--- src/rtl/lcd_pkg.sv ---
// Shared HD44780-style LCD definitions: command opcodes, writer FSM encoding, glyph geometry.
package lcd_pkg;

  localparam logic [7:0] SET_CGRAM = 8'h40;
  localparam logic [7:0] SET_DDRAM = 8'h80;

  localparam int unsigned ROWS_PER_GLYPH = 8;

  typedef enum logic [2:0] {
    IDLE,
    CMD_SETUP,
    DATA_FETCH,
    DATA_SETUP,
    STROBE_HI,
    STROBE_GAP,
    RESTORE_SETUP,
    FINISHED
  } state_t;

  // Which bus transaction the shared strobe states are currently serving.
  typedef enum logic [1:0] {
    XactCmd,
    XactData,
    XactRestore
  } xact_t;

  function automatic logic [7:0] cgram_cmd(input logic [2:0] slot);
    return SET_CGRAM | {2'b00, slot, 3'b000};
  endfunction

  function automatic logic [7:0] ddram_cmd(input logic [6:0] addr);
    return SET_DDRAM | {1'b0, addr};
  endfunction

endpackage

--- src/rtl/lcd_bus_strobe.sv ---
// LCD enable strobe sequencer: a go pulse during the setup cycle yields E high for
// E_HIGH_CYC cycles, then E low for E_GAP_CYC cycles with done on the last gap cycle.
module lcd_bus_strobe #(
  parameter int unsigned E_HIGH_CYC = 2,
  parameter int unsigned E_GAP_CYC  = 2
) (
  input  logic clk,
  input  logic rst,
  input  logic go,
  output logic e,
  output logic done
);

  typedef enum logic [1:0] {
    PhIdle,
    PhHigh,
    PhGap
  } phase_t;

  localparam logic [7:0] HighLast = 8'(E_HIGH_CYC - 1);
  localparam logic [7:0] GapLast  = 8'(E_GAP_CYC - 1);

  phase_t     phase_q;
  logic [7:0] cnt_q;
  logic       e_q;

  always_ff @(posedge clk or posedge rst) begin
    if (rst) begin
      phase_q <= PhIdle;
      cnt_q   <= 8'd0;
      e_q     <= 1'b0;
    end else begin
      unique case (phase_q)
        PhIdle: begin
          if (go) begin
            phase_q <= PhHigh;
            cnt_q   <= 8'd0;
            e_q     <= 1'b1;
          end
        end
        PhHigh: begin
          if (cnt_q == HighLast) begin
            phase_q <= PhGap;
            cnt_q   <= 8'd0;
            e_q     <= 1'b0;
          end else begin
            cnt_q <= cnt_q + 8'd1;
          end
        end
        PhGap: begin
          if (cnt_q == GapLast) begin
            phase_q <= PhIdle;
            cnt_q   <= 8'd0;
          end else begin
            cnt_q <= cnt_q + 8'd1;
          end
        end
        default: begin
          phase_q <= PhIdle;
          cnt_q   <= 8'd0;
          e_q     <= 1'b0;
        end
      endcase
    end
  end

  assign e    = e_q;
  assign done = (phase_q == PhGap) && (cnt_q == GapLast);

endmodule

--- src/rtl/cgram_font_writer.sv ---
// Streams N_GLYPHS 5x8 glyphs from an external font ROM into LCD CGRAM, then optionally
// restores the DDRAM address. BUSY spans one launch cycle and one retire cycle around the bus work.
module cgram_font_writer #(
  parameter int unsigned N_GLYPHS   = 5,
  parameter int unsigned E_HIGH_CYC = 2,
  parameter int unsigned E_GAP_CYC  = 2,
  parameter int unsigned RESTORE_EN = 1
) (
  input  logic       CLK,
  input  logic       RESETN,
  input  logic       START,
  input  logic [2:0] BASE_SLOT,
  input  logic [6:0] RET_ADDR,
  output logic [5:0] FONT_ADDR,
  input  logic [4:0] FONT_DATA,
  output logic       TLCD_E,
  output logic       TLCD_RS,
  output logic       TLCD_RW,
  output logic [7:0] TLCD_DATA,
  output logic       BUSY,
  output logic       DONE
);

  import lcd_pkg::*;

  localparam logic [5:0] LastRow = 6'(N_GLYPHS * ROWS_PER_GLYPH - 1);

  state_t     state_q;
  xact_t      xact_q;
  logic [5:0] row_q;
  logic [5:0] font_addr_q;
  logic [2:0] slot_q;
  logic [6:0] ret_q;
  logic       rs_q;
  logic       rw_q;
  logic [7:0] data_q;
  logic       busy_q;
  logic       done_q;
  logic       launch_q;

  logic strobe_go;
  logic strobe_e;
  logic strobe_done;

  assign strobe_go = (state_q == CMD_SETUP) || (state_q == DATA_SETUP) ||
                     (state_q == RESTORE_SETUP);

  lcd_bus_strobe #(
    .E_HIGH_CYC (E_HIGH_CYC),
    .E_GAP_CYC  (E_GAP_CYC)
  ) u_strobe (
    .clk  (CLK),
    .rst  (RESETN),
    .go   (strobe_go),
    .e    (strobe_e),
    .done (strobe_done)
  );

  always_ff @(posedge CLK or posedge RESETN) begin
    if (RESETN) begin
      state_q     <= IDLE;
      xact_q      <= XactCmd;
      row_q       <= 6'd0;
      font_addr_q <= 6'd0;
      slot_q      <= 3'd0;
      ret_q       <= 7'd0;
      rs_q        <= 1'b0;
      rw_q        <= 1'b1;
      data_q      <= 8'h00;
      busy_q      <= 1'b0;
      done_q      <= 1'b0;
      launch_q    <= 1'b0;
    end else begin
      unique case (state_q)
        IDLE, FINISHED: begin
          // Requests arriving while BUSY (launch or retire cycle) are dropped.
          if (launch_q) begin
            launch_q <= 1'b0;
            state_q  <= CMD_SETUP;
            xact_q   <= XactCmd;
            rs_q     <= 1'b0;
            rw_q     <= 1'b0;
            data_q   <= cgram_cmd(slot_q);
          end else if (busy_q) begin
            busy_q <= 1'b0;
            done_q <= 1'b1;
          end else if (START) begin
            slot_q   <= BASE_SLOT;
            ret_q    <= RET_ADDR;
            done_q   <= 1'b0;
            busy_q   <= 1'b1;
            launch_q <= 1'b1;
          end
        end
        CMD_SETUP, RESTORE_SETUP: begin
          state_q <= STROBE_HI;
        end
        DATA_FETCH: begin
          state_q <= DATA_SETUP;
          rs_q    <= 1'b1;
          rw_q    <= 1'b0;
        end
        DATA_SETUP: begin
          // ROM row is already on the bus via the pass-through; latch it for the strobe.
          state_q <= STROBE_HI;
          data_q  <= {3'b000, FONT_DATA};
        end
        STROBE_HI, STROBE_GAP: begin
          if (strobe_done) begin
            unique case (xact_q)
              XactCmd: begin
                state_q     <= DATA_FETCH;
                xact_q      <= XactData;
                row_q       <= 6'd0;
                font_addr_q <= 6'd0;
              end
              XactData: begin
                if (row_q != LastRow) begin
                  state_q     <= DATA_FETCH;
                  row_q       <= row_q + 6'd1;
                  font_addr_q <= row_q + 6'd1;
                end else if (RESTORE_EN != 0) begin
                  state_q <= RESTORE_SETUP;
                  xact_q  <= XactRestore;
                  rs_q    <= 1'b0;
                  rw_q    <= 1'b0;
                  data_q  <= ddram_cmd(ret_q);
                end else begin
                  state_q <= FINISHED;
                  rw_q    <= 1'b1;
                end
              end
              XactRestore: begin
                state_q <= FINISHED;
                rw_q    <= 1'b1;
              end
              default: begin
                state_q <= FINISHED;
                rw_q    <= 1'b1;
              end
            endcase
          end else if ((state_q == STROBE_HI) && !strobe_e) begin
            state_q <= STROBE_GAP;
          end
        end
        default: begin
          state_q <= IDLE;
        end
      endcase
    end
  end

  assign FONT_ADDR = font_addr_q;
  assign TLCD_E    = strobe_e;
  assign TLCD_RS   = rs_q;
  assign TLCD_RW   = rw_q;
  assign TLCD_DATA = (state_q == DATA_SETUP) ? {3'b000, FONT_DATA} : data_q;
  assign BUSY      = busy_q;
  assign DONE      = done_q;

endmodule

--- config.mk ---
export PLATFORM = sky130hd
export DESIGN_NAME = cgram_font_writer
export DESIGN_NICKNAME = d
export VERILOG_FILES = /design/src/rtl/lcd_pkg.sv /design/src/rtl/lcd_bus_strobe.sv /design/src/rtl/cgram_font_writer.sv
export SDC_FILE = /design/constraint.sdc
export NUM_CORES = 1
export LEC_CHECK = 0
export ABC_AREA = 1
export CELL_PAD_IN_SITES_DETAIL_PLACEMENT = 0
export CELL_PAD_IN_SITES_GLOBAL_PLACEMENT = 1
export CORE_MARGIN = 2
export CORE_UTILIZATION = 49
export CTS_CLUSTER_DIAMETER = 40
export CTS_CLUSTER_SIZE = 24
export DETAILED_ROUTE_END_ITERATION = 8
export DONT_BUFFER_PORTS = 1
export HOLD_SLACK_MARGIN = 0.02
export PLACE_DENSITY_LB_ADDON = 0.1
export SETUP_SLACK_MARGIN = 0.4
export SYNTH_ARGS = -nofsm -noshare
export SYNTH_HDL_FRONTEND = slang
export SYNTH_SLANG_ARGS = --single-unit
--- constraint.sdc ---
create_clock -name CLK -period 2.4 [get_ports CLK]
set_clock_uncertainty 0.05 [all_clocks]
set_input_delay 0.48 -clock CLK [delete_from_list [all_inputs] [get_ports CLK]]
set_output_delay 0.48 -clock CLK [all_outputs]
set_load 0.01 [all_outputs]
### Yosys cells after proc, flatten, opt, wreduce, memory -nomap -nowiden

Cells that the tools add are included.
Widths: inputs -> output; s select.

| operators by class | value |
|---|---|
| add/sub/neg operators | 2 |
| mux-type cells | 42 |
| bitwise gates (word level) | 3 |
| reduce and logical (&&, ||, !) cells | 28 |
| equality and inequality tests | 24 |

Operator list:

| cell | number |
|---|---|
| $mux 8 | 7 |
| $pmux 8 s3 | 1 |
| $reduce_and 5->1 | 4 |
| $pmux 8 s2 | 1 |
| $eq 3x3->1 const B | 4 |
| $mux 1 | 12 |
| $mux 2 | 6 |
| $mux 3 | 4 |
| $ne 2x2->1 const B | 6 |
| $pmux 3 s4 | 1 |
| $pmux 6 s2 | 1 |
| $pmux 1 s3 | 3 |
| $reduce_and 3->1 | 3 |
| $add 8x1->8 const B | 1 |
| $eq 8x1->1 const B | 1 |
| $pmux 2 s2 | 2 |
| $reduce_and 4->1 | 2 |
| $add 6x1->6 const B | 1 |
| $eq 3x2->1 const B | 2 |
| $mux 6 | 1 |
| $ne 2x1->1 const B | 3 |
| $ne 3x3->1 const B | 2 |
| $ne 6x6->1 const B | 1 |
| $pmux 2 s3 | 1 |
| 17 further kinds | 29 |

| storage, ports and cells | value |
|---|---|
| bits of input ports | 18 |
| logic and storage cells | 113 |
| output and inout port bits | 19 |
| register bits after elaboration | 45 |

### Logic depth before layout (Yosys ltp)

| logic depth | value |
|---|---|
| depth in word-level cells | 5 |
| depth in mapped cells | 11 |
| depth with buffers taken out | 10 |

### By module

A second synthesis with hierarchy kept.

| second synthesis, totals | value |
|---|---|
| cell total of the unflattened synthesis | 351 |
| area, all modules | 2,588.7 µm² |

By module, submodules not included:

| module | cells an instance | instances | seq. area each (µm²) | area an instance (µm²) |
|---|---|---|---|---|
| cgram_font_writer | 253 | 1 | 852.1 | 1,849.3 |
| lcd_bus_strobe | 98 | 1 | 275.3 | 739.5 |

### Worst setup path before layout

Ideal clock, no wire load.

| timing | value |
|---|---|
| path kind | flip-flop to output port |
| from | register state_q[2] |
| to | output TLCD_DATA[0] |
| slack | 703 ps |
| required time | 1,870 ps |
| cell stages (with the launch flop) | 5 |
| path buffers | 1 |
| arrival | 1,167 ps |
| path through | dfrtp_1 -> inv_1 -> nand3_2 -> clkbuf_1 -> o21ai_0 |

| on the way | value |
|---|---|
| cells in the longest elaborated chain, start to end | 2 |

Ends and longest elaborated chain:

| what | RTL line | text |
|---|---|---|
| from (decl) | cgram_font_writer.sv:28 | `state_t state_q;` |
| from (signal assigned) | cgram_font_writer.sv:61 | `state_q <= IDLE;` |
| from (signal assigned) | cgram_font_writer.sv:79 | `state_q <= CMD_SETUP;` |
| from (signal assigned) | cgram_font_writer.sv:96 | `state_q <= STROBE_HI;` |
| $eq 3x2->1 | cgram_font_writer.sv:157 | `assign TLCD_DATA = (state_q == DATA_SETUP) ? {3'b000, FONT_DATA} : data_q;` |
| $mux 8 | cgram_font_writer.sv:157 |  |
| to (decl) | cgram_font_writer.sv:19 | `output logic [7:0] TLCD_DATA,` |

Every way passes these cells.

### Worst setup path after layout

| timing | value |
|---|---|
| from | register state_q[2] |
| to | output TLCD_DATA[1] |

The elaborated chain is that of the path after synthesis.

==> metrics.md <==
| Metric | Value |
|---|---|
| Status | completed |
| M2 GR Usage | between 20% and 30% |
| Share of layout cells above drive strength 1 | a little under an eighth |
| Logic pwr share | 2.7% |
| Mapped cell area | between 2000 and 3000 um2 |
| Top cells by area, synth | dfrtp_1 43%, nand2_1 16%, nand3_1 6.4% |
| Gpl congestion | 0.814 |
| Highest clock rate | approximately 520 MHz |
| Syn_nets | 370 |
| M1 GR Usage | 30.0% |
| Clock Power Share | roughly two fifths |
| Reg power frac | 58.8% |
| Antenna cell count | 0 |
| Yosys cell types | 30 |
| R2R Setup Slk | 670 ps |
| Total global routing track utilization | 19.7% |
| Setup violators final | 0 |
| Max Cap Violations | 0 |
| # DRC | 0 |
| CP arrival | about 1400 ps |
| WP data required | about 1900 ps |
| Core region area | just over 5000 um2 |
| H-tree Lvls | 2 |
| First-pass GRT wire length | approximately 9.4 mm |
| Die height | ~77 um |
| TritonCTS clock tree | yes |
| Top Usage Layer GRT | met1 |
| IR Drop Worst-Case VDD | between 0.3 and 0.4 mV |
| Clock slew at reported path FFs | 100 ps |
| Clock sinks | 45 |
| Syn. warnings | 0 |
| Gate Count Post-Synth | between 300 and 400 |
| Max Slew Vio Count | 0 |
| Most frequent cells in the layout | 109 x nand2_1, 42 x dfrtp_1, 38 x inv_1 |
| Crit path from | state_q[2] |
| RSZ-0062 raised after global routing | false |
| Leakage | 1.44 nW |
| Total Wirelength | approximately 5.4 mm |
| Yosys reg bits | between 40 and 50 |
| Cell-internal power | ~980 uW |
| PwrDens | 466 nW/um2 |
| Avg Inst Size Synth | approximately 7.5 um2 |
| Iter 0 DRT Violations | 122 |
| RR Startpoint | FONT_ADDR[0] |
| Slew headroom | 57.5% |
| CP Capture Point | TLCD_DATA[1] |
| Switch Pwr | around 320 uW |
| M3 GR Usage | slightly above 4% |
| CP Capture Type | output pin |
| Sw frac | 24.3% |
| Min cycle time layout | about 1900 ps |
| Post-synth EDFFs | 0 |
| Input/output buffers | 0 |
| Cell taking the most area after synthesis | dfrtp_1 |
| Fin Setup TNS | 0 ps |
| Async S/R FF share, synth | 100% |
| Worst r2r path cells | 9 |
| Hold slack | about 250 ps |
| Cts bufs inserted | 5 |
| Worst reg2reg endpoint | FONT_ADDR[0] |
| Initial antenna violation count | 0 |
| Die width | approximately 77 um |
| Commonest non-fill, non-tap cell in the layout | nand2_1 |
| Worst Max-Slew Pin Slew | approximately 630 ps |
| Hold Path Class | primary input to register |
| Clock Path Buffers | 2 |
| Critical path launch point type | register |
| Initial DRT Pass Iterations | 4 |
| Starting Density | between 50% and 60% |
| Gr ovfl total | 0 |
| Skew-Pair Late Insertion Delay | around 310 ps |
| Vias in the first global route | a little under 2k |
| Final period util | between 80% and 90% |
| Via density per instance | around 5.0 |
| # rows | 26 |
| Top cell type's share of synthesized area | a little over two fifths |
| Final net count | roughly 380 |
| CP max FO | 7 |
| Area Overhead vs Synth | 7.93% |
| Pin count of the biggest net entering global routing | 20 |
| Die area | 5880 um2 |
| Sequential fraction of the synthesis area | a little over two fifths |
| Drt wl/cell | 12.7 um |
| Main synth FF type | dfrtp_1 |
| DP HPWL | 3.97 mm |
| Hold Vio Cnt, Final | 0 |
| Clk root buf | clkbuf_8 |
| Via count | about 2.1k |
| IO Pins | 37 |
| Setup CP Type | register to output pin |
| Antenna Nets Post-Route | 0 |
## synthesized netlist by cell type, drive strengths merged, types with 3 or more instances
| cell | instances |
|---|---|
| dfrtp | 44 |
| nand4 | 12 |
| buf | 5 |
| o21ai | 20 |
| nor2 | 38 |
| ha | 7 |
| nand2 | 114 |
| o22ai | 4 |
| a21oi | 10 |
| nand3 | 36 |
| xor2 | 3 |
| inv | 44 |
## repair_timing
action,CTS,global route
endpoints found under the hold margin,16,0
hold buffers,1,0
setup endpoints to repair,8,7
setup buffers,3,1
cloned,0,1
resized for setup,5,4
## critical path, cell delays in order (launching register included)
cell and delay, ps:
dfrtp_2 470, inv_2 140, nand3_4 140, buf_4 180, nand2_1 50, o21ai_1 110
## worst min-delay path by stage
stage | from | endpoint | slack, ps | cells after the start
2_1_floorplan | data_q[5] | data_q[5] | 390 | 2
3_3_place_gp | RESETN | u_strobe.cnt_q[1] | 360 | 1
3_5_place_dp | RESETN | BUSY | 360 | 1
4_1_cts | RET_ADDR[5] | ret_q[5] | 250 | 2
5_1_grt | BASE_SLOT[0] | slot_q[0] | 250 | 2
6_report | RET_ADDR[5] | ret_q[5] | 250 | 2
## power groups by stage
stage	registers (mW)	logic, mW	clock network [mW]
6_report	0.764	0.0355	0.501
3_5_place_dp	0.779	0.0356	0
5_1_grt	0.765	0.0425	0.544
2_1_floorplan	0.779	0.0259	0
3_3_place_gp	0.779	0.0347	0
4_1_cts	0.764	0.0371	0.515
## registers in the layout, indices dropped and copies added (netlist names)
register,flops
BUSY,1
DONE,1
FONT_ADDR,6
TLCD_RS,1
TLCD_RW,1
data_q,8
launch_q,1
ret_q,7
slot_q,3
state_q,3
u_strobe.cnt_q,8
u_strobe.e,1
u_strobe.phase_q,2
xact_q,2
## metrics by stage
stage	cell area, um2	setup WS [ps]	utilization (%)	std cells	total power [mW]
2_1_floorplan	2590	703	-	345	0.804
3_3_place_gp	2640	644	51.6	411	0.814
3_5_place_dp	2640	598	51.6	411	0.815
4_1_cts	2770	410	54.2	423	1.32
5_1_grt	2790	400	54.7	425	1.35
6_report	2790	471	54.7	425	1.30
## area by class of cell
type	count	area, um2
Fill cell	518	2310
Sequential cell	45	1130
Inverter	45	174
Clock inverter	3	25.0
Tap cell	70	87.6
Timing Repair Buffer	7	55.1
Clock buffer	5	68.8
Multi-Input combinational cell	250	1250
## logic make-up (layout without fill, tap and decap cells)
kind of cell	after synthesis	in the layout	synth area share, %
buffers and inverters	51	60	8.70
adder cells (fa/ha/maj)	7	7	3.38
flip-flops	45	45	43.6
AO/OA/AOI/OAI	35	35	7.20
AND/OR/NAND/NOR	204	205	36.1
XOR/XNOR	3	3	1.02
## metal layers
layer	wire length, um	share of wire (%)
met1	2850	53
met2	2280	42
met3	203	3.8
met4	73	1.3
met5	0	0
No activity file was read; power rests on OpenSTA's default activity.
